### config.mk
export PLATFORM = sky130hd
export DESIGN_NAME = clock_time_counter
export DESIGN_NICKNAME = d
export VERILOG_FILES = /design/src/rtl/clock_time_counter.sv
export SDC_FILE = /design/constraint.sdc
export NUM_CORES = 1
export LEC_CHECK = 0
export ABC_AREA = 0
export CORE_ASPECT_RATIO = 0.8
export CORE_MARGIN = 8
export CORE_UTILIZATION = 50
export CTS_CLUSTER_SIZE = 24
export DETAILED_ROUTE_END_ITERATION = 8
export PLACE_DENSITY_LB_ADDON = 0.2
export SLEW_MARGIN = 15
export SYNTH_ARGS = -nofsm -noshare
export SYNTH_HDL_FRONTEND = slang
export SYNTH_SLANG_ARGS = --single-unit
### constraint.sdc
create_clock -name i_clk -period 4.2 [get_ports i_clk]
set_input_delay 1.26 -clock i_clk [delete_from_list [all_inputs] [get_ports i_clk]]
set_output_delay 1.26 -clock i_clk [all_outputs]
set_load 0.01 [all_outputs]
### src/rtl/clock_time_counter.sv
// 24-hour BCD timekeeper: divides i_clk to a 1 Hz tick and keeps HH:MM:SS,
// with a RUN/SET_HOUR/SET_MIN/SET_SEC mode FSM driven by two key pulses.
module clock_time_counter #(
  parameter int TICK_DIV = 50_000_000
) (
  input  logic       i_clk,
  input  logic       r_rst_n,
  input  logic       i_en,
  input  logic       i_key_mode,
  input  logic       i_key_inc,
  output logic [3:0] o_hour_h,
  output logic [3:0] o_hour_l,
  output logic [3:0] o_minute_h,
  output logic [3:0] o_minute_l,
  output logic [3:0] o_second_h,
  output logic [3:0] o_second_l,
  output logic       o_sec_tick,
  output logic [1:0] o_mode
);

  localparam int PW = (TICK_DIV > 1) ? $clog2(TICK_DIV) : 1;
  localparam logic [PW-1:0] PRESC_MAX = PW'(TICK_DIV - 1);

  typedef enum logic [1:0] {
    MODE_RUN      = 2'd0,
    MODE_SET_HOUR = 2'd1,
    MODE_SET_MIN  = 2'd2,
    MODE_SET_SEC  = 2'd3
  } mode_t;

  mode_t         mode_reg;
  logic [PW-1:0] prescaler_reg;
  logic          sec_tick_reg;
  logic [3:0]    hour_h_reg, hour_l_reg;
  logic [3:0]    minute_h_reg, minute_l_reg;
  logic [3:0]    second_h_reg, second_l_reg;

  logic       tick;
  logic       set_inc;
  logic       sec_wrap, min_wrap;
  logic [7:0] sec_next, min_next, hour_next;

  // Two-digit 00..59 increment, wrapping 59 -> 00.
  function automatic logic [7:0] inc_sexa(input logic [3:0] h, input logic [3:0] l);
    logic [7:0] r;
    if (l == 4'd9) begin
      r = (h == 4'd5) ? 8'h00 : {h + 4'd1, 4'd0};
    end else begin
      r = {h, l + 4'd1};
    end
    return r;
  endfunction

  // Two-digit 00..23 increment, wrapping 23 -> 00.
  function automatic logic [7:0] inc_hour(input logic [3:0] h, input logic [3:0] l);
    logic [7:0] r;
    if (h == 4'd2 && l == 4'd3) begin
      r = 8'h00;
    end else if (l == 4'd9) begin
      r = {h + 4'd1, 4'd0};
    end else begin
      r = {h, l + 4'd1};
    end
    return r;
  endfunction

  always_comb begin
    tick      = (mode_reg == MODE_RUN) && i_en && (prescaler_reg == PRESC_MAX);
    // A mode key in the same cycle takes priority and drops the increment.
    set_inc   = i_key_inc && !i_key_mode && (mode_reg != MODE_RUN);
    sec_wrap  = (second_h_reg == 4'd5) && (second_l_reg == 4'd9);
    min_wrap  = (minute_h_reg == 4'd5) && (minute_l_reg == 4'd9);
    sec_next  = inc_sexa(second_h_reg, second_l_reg);
    min_next  = inc_sexa(minute_h_reg, minute_l_reg);
    hour_next = inc_hour(hour_h_reg, hour_l_reg);
  end

  always_ff @(posedge i_clk or negedge r_rst_n) begin
    if (!r_rst_n) begin
      mode_reg      <= MODE_RUN;
      prescaler_reg <= '0;
      sec_tick_reg  <= 1'b0;
      hour_h_reg    <= 4'd0;
      hour_l_reg    <= 4'd0;
      minute_h_reg  <= 4'd0;
      minute_l_reg  <= 4'd0;
      second_h_reg  <= 4'd0;
      second_l_reg  <= 4'd0;
    end else begin
      sec_tick_reg <= tick;

      // Set modes (and the edge entering SET_HOUR) hold the prescaler at zero.
      if (mode_reg != MODE_RUN || i_key_mode) begin
        prescaler_reg <= '0;
      end else if (i_en) begin
        prescaler_reg <= tick ? '0 : prescaler_reg + PW'(1);
      end

      if (i_key_mode) begin
        case (mode_reg)
          MODE_RUN:      mode_reg <= MODE_SET_HOUR;
          MODE_SET_HOUR: mode_reg <= MODE_SET_MIN;
          MODE_SET_MIN:  mode_reg <= MODE_SET_SEC;
          default:       mode_reg <= MODE_RUN;
        endcase
      end

      if (tick) begin
        {second_h_reg, second_l_reg} <= sec_next;
        if (sec_wrap) begin
          {minute_h_reg, minute_l_reg} <= min_next;
          if (min_wrap) begin
            {hour_h_reg, hour_l_reg} <= hour_next;
          end
        end
      end else if (set_inc) begin
        case (mode_reg)
          MODE_SET_HOUR: {hour_h_reg, hour_l_reg}     <= hour_next;
          MODE_SET_MIN:  {minute_h_reg, minute_l_reg} <= min_next;
          MODE_SET_SEC:  {second_h_reg, second_l_reg} <= sec_next;
          default: ;
        endcase
      end
    end
  end

  assign o_hour_h   = hour_h_reg;
  assign o_hour_l   = hour_l_reg;
  assign o_minute_h = minute_h_reg;
  assign o_minute_l = minute_l_reg;
  assign o_second_h = second_h_reg;
  assign o_second_l = second_l_reg;
  assign o_sec_tick = sec_tick_reg;
  assign o_mode     = mode_reg;

endmodule

Yosys cells after proc, flatten, opt, wreduce, memory -nomap -nowiden
Index checks and enable logic that the tools add are counted.

Bits of input ports: 5. Word-level logic and storage cells: 82. Register bits: 53.

Reductions and logical operators: 19. Add/subtract/negate cells: 7. Muxes and demuxes: 34. Equality and inequality tests: 13.

Operator list (count): 4-bit 2-to-1 mux (24); 26-bit 2-to-1 mux (3); 8-bit 2-to-1 mux (6); 26-bit by 1-bit adder with 26-bit output (second input constant) (1); 26-bit == test (second input constant) (1); 4-bit by 1-bit adder with 4-bit output (second input constant) (6); 4-bit == test (second input constant) (3); 2-bit nonzero test (6); 4-bit by 2-bit == test with 1-bit output (second input constant) (2); 4-bit by 3-bit == test with 1-bit output (second input constant) (2); 1-bit logical AND (7); 2-bit one-hot mux with 3 select lines (1); 2-bit == test (second input constant) (2); 2-bit by 1-bit inequality test with 1-bit output (second input constant) (2); 4-bit AND reduction (1); 3-bit AND reduction (1); 2-bit by 1-bit == test with 1-bit output (second input constant) (1); 2-bit zero test (1); 2-bit AND reduction (1); 1-bit zero test (1); 1-bit logical OR (1).

Longest topological paths before layout
Gate-level depths: netlist of the first run.

Word-level depth: 6. Gate-level depth with buffers: 8. Mapped depth without buffers: 7.

Worst setup path before layout of the first run
OpenSTA, ideal clock, no wires.

Kind: input to register. Start: input i_en. End: register minute_l_reg[1], in the netlist o_minute_l[1]. Path slack: 1.377 ns. Stages: 5. Setup time: 0.125 ns. Data required time: 4.075 ns. Arrival: 2.698 ns. Cells stage by stage: nand2_1 or4_4 o41ai_4 nand2_2 mux2_4.

Cells in the longest elaborated chain, start to end: 4. Elaborated cells on any way between the ends: 7. Those cells by class: eq/ne (1); mux (1); reduce/logical (5).

Ends and longest elaborated chain: from (decl) (RTL line 8) `input logic i_en,`; 1-bit logical AND (*) (2 in series) (RTL line 68) `tick = (mode_reg == MODE_RUN) && i_en && (prescaler_reg == PRESC_MAX);`; 2-bit by 1-bit inequality test with 1-bit output (no line) or 2-bit nonzero test (tied branches); 3-bit AND reduction (no line); to (signal assigned) (RTL line 111) `{minute_h_reg, minute_l_reg} <= min_next;`; to (signal assigned) (RTL line 119) `MODE_SET_MIN: {minute_h_reg, minute_l_reg} <= min_next;`; to (decl) (RTL line 35) `logic [3:0] minute_h_reg, minute_l_reg;`.

Mark *: on every way between the ends. The rest lies on a longest branch, timed or not. A chain may end at the register's enable or synchronous reset.

Final worst setup path of the first run
Same ends and word-level chain as after synthesis.

==> summary.md, run 1 <==
| Metric | Value |
|---|---|
| Status | `complete, no violations` |
| Crit path time final | `3.22 ns` |
| Final setup vio count | `0` |
| Tightest Pin Transition | `0.956 ns` |
| Routed wire length | `6820 um` |
| DR DRC count | `0` |
| EDFF count, synth | `0` |
| Core footprint | `0.00594 sq mm` |
| CP startpoint kind | `input port` |
| First-pass DRT Iterations | `4` |
| Max FFs per register | `26` |
| Congestion Overflow GR | `0` |
| Pin count of the biggest net entering global routing | `43` |
| Routed vias | `~2500` |
| Routability cong. | `about 0.84` |
| Detail Placement HPWL | `around 4900 um` |
| Worst VDD drop | `234 uV` |
| Tot Pwr | `between 1500 and 2000 uW` |
| Synth unique cells | `55` |
| Die Ht | `86.3 um` |
| Hold Crit Endpoint | `o_second_h[3]$_DFFE_PN0P_` |
| Cts hold-fix bufs | `0` |
| CTS tree | `built` |
| First-pass GRT wire length | `11800 um` |
| Worst R2R End | `o_minute_l[1]$_DFFE_PN0P_` |
| Final core occ | `60.8%` |
| Launching point of the worst reg2reg path | `o_mode[0]$_DFFE_PN0P_` |
| Clock root cell | `clkbuf_8` |
| Clock latency on the worst-skew pair | `~0.31 ns` |
| Worst Path Required | `about 4.4 ns` |
| Mapped cell area | `approximately 0.0031 sq mm` |
| Initial Util | `about half` |
| # Max-Cap Violations | `0` |
| Post-CTS setup buffers | `0` |
| # diodes | `0` |
| Total clock sinks | `53` |
| Hold path startpoint | `o_second_h[3]$_DFFE_PN0P_` |
| Antenna violations before repair | `0` |
| Worst hold stages | `1` |
| H-Tree Depth | `2` |
| Buffers added on ports | `31` |
| DRT iter0 DRCs | `120` |
| Largest buffer count on any clock path | `2` |
| Finished Layout Cells | `~440` |
| # IOs | `32` |
| Final Max Slew Viols | `0` |
| Fillers | `roughly 500` |
| CP endpoint kind | `flip-flop` |
| DP Cell Count | `429` |
| Vias per cell | `around 5.8` |
| Synth Net Count | `334` |
| Critical path peak fanout | `6` |
| Synth Register Bits | `53` |
| Crit Path Class | `in -> reg` |
| Chip width | `104 um` |
| Clk pin slew, worst setup/hold paths | `0.10 ns` |
| Global Route Usage Sum | `15.8%` |
| Reg2reg setup slack | `1.55 ns` |
| Post-CTS sizing | `0` |
| Cts bufs inserted | `5` |
| Synth Area per Inst | `9.64 sq um` |
| Final Skew | `0.0112 ns` |
| Placement Rows | `25` |
| Max Clk Rate | `around 310 MHz` |
| Tightest Hold Check Type | `reg -> reg` |
| Asr flop ratio synth | `100%` |
| RSZ-0062 raised after global routing | `false` |
| Full die area | `0.00896 sq mm` |
| Nets | `369` |
| Placement Setup Slack | `roughly 0.65 ns` |
| Layout cells sized above 1 | `between 8 and 9%` |
| R2R depth | `7` |
| Post-synthesis sequential area ratio | `43.0%` |
| Vias in the first global route | `2382` |
| Slew HR | `a little over a third` |
| TNS Setup | `0 ns` |
| PD cells | `between 400 and 500 mW/mm^2` |
| Routed Antenna Nets | `0` |
| Worst setup margin | `0.984 ns` |
| WL/cell | `15.6 um` |
| Synth warn | `0` |
| Critical Path AT | `3.42 ns` |
| Leakage | `0.00149 uW` |
| Final period util | `76.6%` |
| Top_reg_cell synth | `dfrtp_1` |
| Post-Syn Instances | `320` |
| Area grow syn2layout | `17.1%` |
| Final hold vios | `0` |
[critical path: stages]
cell             delay, ns
clkdlybuf4s50_1       0.55
nand2_1               0.09
or4_4                 0.56
o41ai_4               0.53
nand2_2               0.11
mux2_4                0.31
[through the flow]
| stage | hold slack (ns) | instance area [sq um] |
|---|---|---|
| 2_1_floorplan | 0.485 | 3090 |
| 3_3_place_gp | 0.500 | 3490 |
| 3_5_place_dp | 0.502 | 3490 |
| 4_1_cts | 0.516 | 3610 |
| 5_1_grt | 0.549 | 3610 |
| 6_report | 0.509 | 3610 |
[worst max path at each step]
stage / end / start
2_1_floorplan: o_minute_l[1]$_DFFE_PN0P_ / i_en
3_3_place_gp: o_minute_l[1]$_DFFE_PN0P_ / i_en
6_report: o_minute_l[1]$_DFFE_PN0P_ / i_en
5_1_grt: prescaler_reg[19]$_DFFE_PN0P_ / i_en
4_1_cts: o_minute_l[1]$_DFFE_PN0P_ / i_en
3_5_place_dp: o_minute_l[1]$_DFFE_PN0P_ / i_en
[cell usage after synthesis (3+ instances only)]
cell type	count	area (sq um)
dfrtp_1	53	1330
nor2_1	31	116
nand2_1	23	86.3
nand3_1	19	95.1
nand4_1	17	106
o21ai_0	14	70.1
inv_1	13	48.8
xor2_1	13	114
xnor2_1	11	96.3
ha_1	9	113
and2_1	8	50.1
and3_1	7	43.8
a21oi_1	6	30.0
clkbuf_1	6	22.5
mux2_2	5	56.3
nand2b_1	5	31.3
nor2b_1	5	31.3
nor3b_1	5	37.5
o211ai_1	5	37.5
a31oi_1	4	25.0
mux2i_1	4	40.0
nor3_1	4	20.0
nor4_1	4	25.0
nor4bb_1	4	40.0
a31o_2	3	26.3
nor4b_1	3	26.3
o2bb2ai_1	3	26.3
[cells by family after synthesis]
group / Yosys count / share of synthesized area, %
adders and majority gates: 9 / 3.65
buffers and inverters: 19 / 2.31
muxes: 10 / 3.61
and+or+nand+nor: 153 / 28.2
xor gates and xnor gates: 24 / 6.81
AOI/OAI and AO/OA: 52 / 12.4
DFF: 53 / 43.0
[cells in the final DEF, fill, tap and decap left out, types with 2 or more instances in the layout]
master	synthesis	layout
mux2i_1	4	4
a21oi_1	6	6
clkbuf_8	0	6
or4_1	2	2
o31ai_1	2	2
nor4bb_1	4	4
xnor2_1	11	11
nor3b_1	5	5
or2_2	2	2
o211ai_1	5	5
or3_1	2	2
o2bb2ai_1	3	3
a22o_1	2	2
nand3_1	19	19
nand3b_1	2	2
a31o_2	3	3
nor3_1	4	4
nand4_1	17	17
clkdlybuf4s50_1	0	30
inv_1	13	13
and2_1	8	8
a21boi_0	2	2
dfrtp_1	53	53
nor2b_1	5	5
and3_1	7	7
a31oi_1	4	4
nor4_1	4	4
nand2b_1	5	5
nor4b_1	3	3
ha_1	9	9
nor2_1	31	31
mux2_2	5	5
xor2_1	13	13
and4_1	2	2
buf_4	0	3
o21ai_0	14	14
nand2_1	23	23
[routing by layer]
layer	GRT usage, %	routed length [um]	vias up
met4	4.06	49	0
met2	23.6	3030	43
met3	4.37	337	5
met1	21.9	3400	1223
li1	-	-	1246
met5	0	0	-
[power breakdown]
| group | internal, uW | total, uW | switching (uW) |
|---|---|---|---|
| registers | 584 | 707 | 123 |
| clock network | 194 | 368 | 174 |
| logic | 287 | 548 | 261 |
| total | 1070 | 1620 | 558 |
[cell type report]
type	instances	area, sq um	area share (%)
clock buffers	6	82.6	2.29
clock inverters	2	37.5	1.04
flip-flops and latches	53	1330	36.7
multi-input cells	248	1690	46.7
repair buffers	34	328	9.08
well taps	81	101	2.81
inverters	13	48.8	1.35
(Power assumes the default switching activity.)
==> run 2, diff against run 1 <==
==> constraint.sdc (replaced) <==
create_clock -name i_clk -period 2.8 [get_ports i_clk]
set_input_delay 0.84 -clock i_clk [delete_from_list [all_inputs] [get_ports i_clk]]
set_output_delay 0.84 -clock i_clk [all_outputs]
set_load 0.01 [all_outputs]
==> run 2 against run 1 <==
Against the previous run:
- global-route usage is 0.42 points lower
- clock-buffer cell count up 2
- setup slack got worse by 0.83 ns
- sequential cell count did not move
- combinational power is 57% higher
- via count rose by 2.3%
==> summary.md, run 2 (same netlist as run 1, synthesis figures left out) <==
| Metric | Value |
|---|---|
| Leakage | `0.00156 uW` |
| R2R depth | `8` |
| Worst Path Required | `2.99 ns` |
| NetSw | `818 uW` |
| Full die area | `0.00896 sq mm` |
| Pin count of the biggest net entering global routing | `54` |
| Worst R2R End | `o_minute_l[1]$_DFFE_PN0P_` |
| CP startpoint kind | `input port` |
| WL/cell | `15.1 um` |
| Area grow syn2layout | `20.3%` |
| # diodes | `0` |
| Post-route cell area | `0.00371 sq mm` |
| TNS Setup | `0 ns` |
| Reg area | `0.00133 sq mm` |
| Congestion Overflow GR | `0` |
| Final period util | `a little over nine tenths` |
| H-Tree Depth | `2` |
| Max FFs per register | `26` |
| # IOs | `32` |
| Int Power | `around 1500 uW` |
| Worst setup margin | `0.155 ns` |
| Detail Placement HPWL | `5090 um` |
| Most frequent cells in the layout | `53 x dfrtp_1, 31 x nor2_1, 30 x clkdlybuf4s50_1` |
| Switching Share | `around a third` |
| Die Ht | `86.3 um` |
| PD cells | `629 mW/mm^2` |
| Crit Path Class | `in -> reg` |
| Share of power burned in the clock network | `17.7%` |
| Core footprint | `0.00594 sq mm` |
| Largest buffer count on any clock path | `2` |
| Layout cells sized above 1 | `12.1%` |
| Routability cong. | `roughly 0.84` |
| Placement Rows | `25` |
| Final core occ | `62.5%` |
| Fillers | `between 500 and 600` |
| Sequential power share | `between 40 and 50%` |
| Clk pin slew, worst setup/hold paths | `0.09 ns` |
| Worst VDD drop | `between 300 and 400 uV` |
| Global Route Usage Sum | `between 10% and 20%` |
| RSZ-0062 raised after global routing | `false` |
| Critical Path AT | `2.84 ns` |
| Final Skew | `0.00826 ns` |
| Cts hold-fix bufs | `0` |
| Nets | `slightly below 400` |
| Reg2reg setup slack | `0.34 ns` |
| DRT iter0 DRCs | `a little over 70` |
| Final Max Slew Viols | `0` |
| Status | `complete, no violations` |
| CP endpoint kind | `flip-flop` |
| Routed Antenna Nets | `0` |
| Vias in the first global route | `roughly 2400` |
| Antenna violations before repair | `0` |
| Final hold vios | `0` |
| # Max-Cap Violations | `0` |
| Cts bufs inserted | `5` |
| DR DRC count | `0` |
| Routed vias | `2575` |
| Tightest Hold Check Type | `in -> async` |
| Post-CTS setup buffers | `0` |
| Clock root cell | `clkbuf_8` |
| Area of the multi-input gates | `around 0.0017 sq mm` |
| Clock latency on the worst-skew pair | `0.30 ns` |
| Crit path time final | `2.65 ns` |
| Chip width | `104 um` |
| CTS tree | `built` |
| Placement Setup Slack | `-0.166 ns` |
| Final setup vio count | `0` |
| Vias per cell | `5.67` |
| First-pass GRT wire length | `11600 um` |
| Total clock sinks | `53` |
| Buffers added on ports | `31` |
| Initial Util | `between 50 and 60%` |
| Slew HR | `37.3%` |
| Critical path peak fanout | `6` |
| Tot Pwr | `2330 uW` |
| First-pass DRT Iterations | `4` |
| Tightest Pin Transition | `0.932 ns` |
| Launching point of the worst reg2reg path | `o_mode[0]$_DFFE_PN0P_` |
| Routed wire length | `6850 um` |
| Post-CTS sizing | `0` |
| Comb power frac | `36.8%` |
| Most common cell after layout, fill and taps aside | `dfrtp_1` |
| Cell area after placement | `0.00363 sq mm` |
| Max Clk Rate | `378 MHz` |
run 2: critical path, cell delays in order:
cell and delay [ns]:
clkdlybuf4s50_1 0.49, nand2_1 0.08, or4_4 0.55, o41ai_4 0.33, buf_4 0.19, nand2_2 0.06
mux2_4 0.29
run 2: per-stage QoR:
stage	hold slack [ns]	instances
CTS	0.519	454
global placement	0.494	446
global route	0.547	454
detailed placement	0.506	446
floorplan	0.485	320
finish	0.501	454
run 2: how the worst max path moves through the flow:
stage,start,slack (ns),cells past startpoint,end
finish,i_en,0.15,7,o_minute_l[1]$_DFFE_PN0P_
global route,i_en,0.08,7,o_minute_l[1]$_DFFE_PN0P_
CTS,i_en,0.16,7,o_minute_l[1]$_DFFE_PN0P_
detailed placement,i_en,-0.17,7,o_minute_l[1]$_DFFE_PN0P_
global placement,i_en,-0.16,7,o_minute_l[1]$_DFFE_PN0P_
floorplan,o_mode[0]$_DFFE_PN0P_,0.34,7,o_minute_l[1]$_DFFE_PN0P_
run 2: power groups by stage:
stage          registers (uW)  clock network, uW  logic (uW)
2_1_floorplan            1090                  0         435
5_1_grt                  1090                461         945
4_1_cts                  1060                432         872
3_3_place_gp             1070                  0         851
6_report                 1060                414         860
3_5_place_dp             1080                  0         867
run 2: routing by layer:
metal | up-vias | GRT usage (%) | part of all wire [%] | routed length (um)
li1 | 1273 | - | - | -
met1 | 1234 | 21.8 | 51 | 3470
met2 | 62 | 23.0 | 43 | 2980
met3 | 6 | 3.63 | 5.1 | 349
met4 | 0 | 3.54 | 0.79 | 54
met5 | - | 0 | 0 | 0
run 2: cell type report:
| type | instances | area share, % |
|---|---|---|
| Tap cell | 81 | 2.73 |
| Multi-Input combinational cell | 248 | 45.5 |
| Inverter | 13 | 1.31 |
| Sequential cell | 53 | 35.7 |
| Timing Repair Buffer | 51 | 12.6 |
| Clock buffer | 8 | 2.16 |
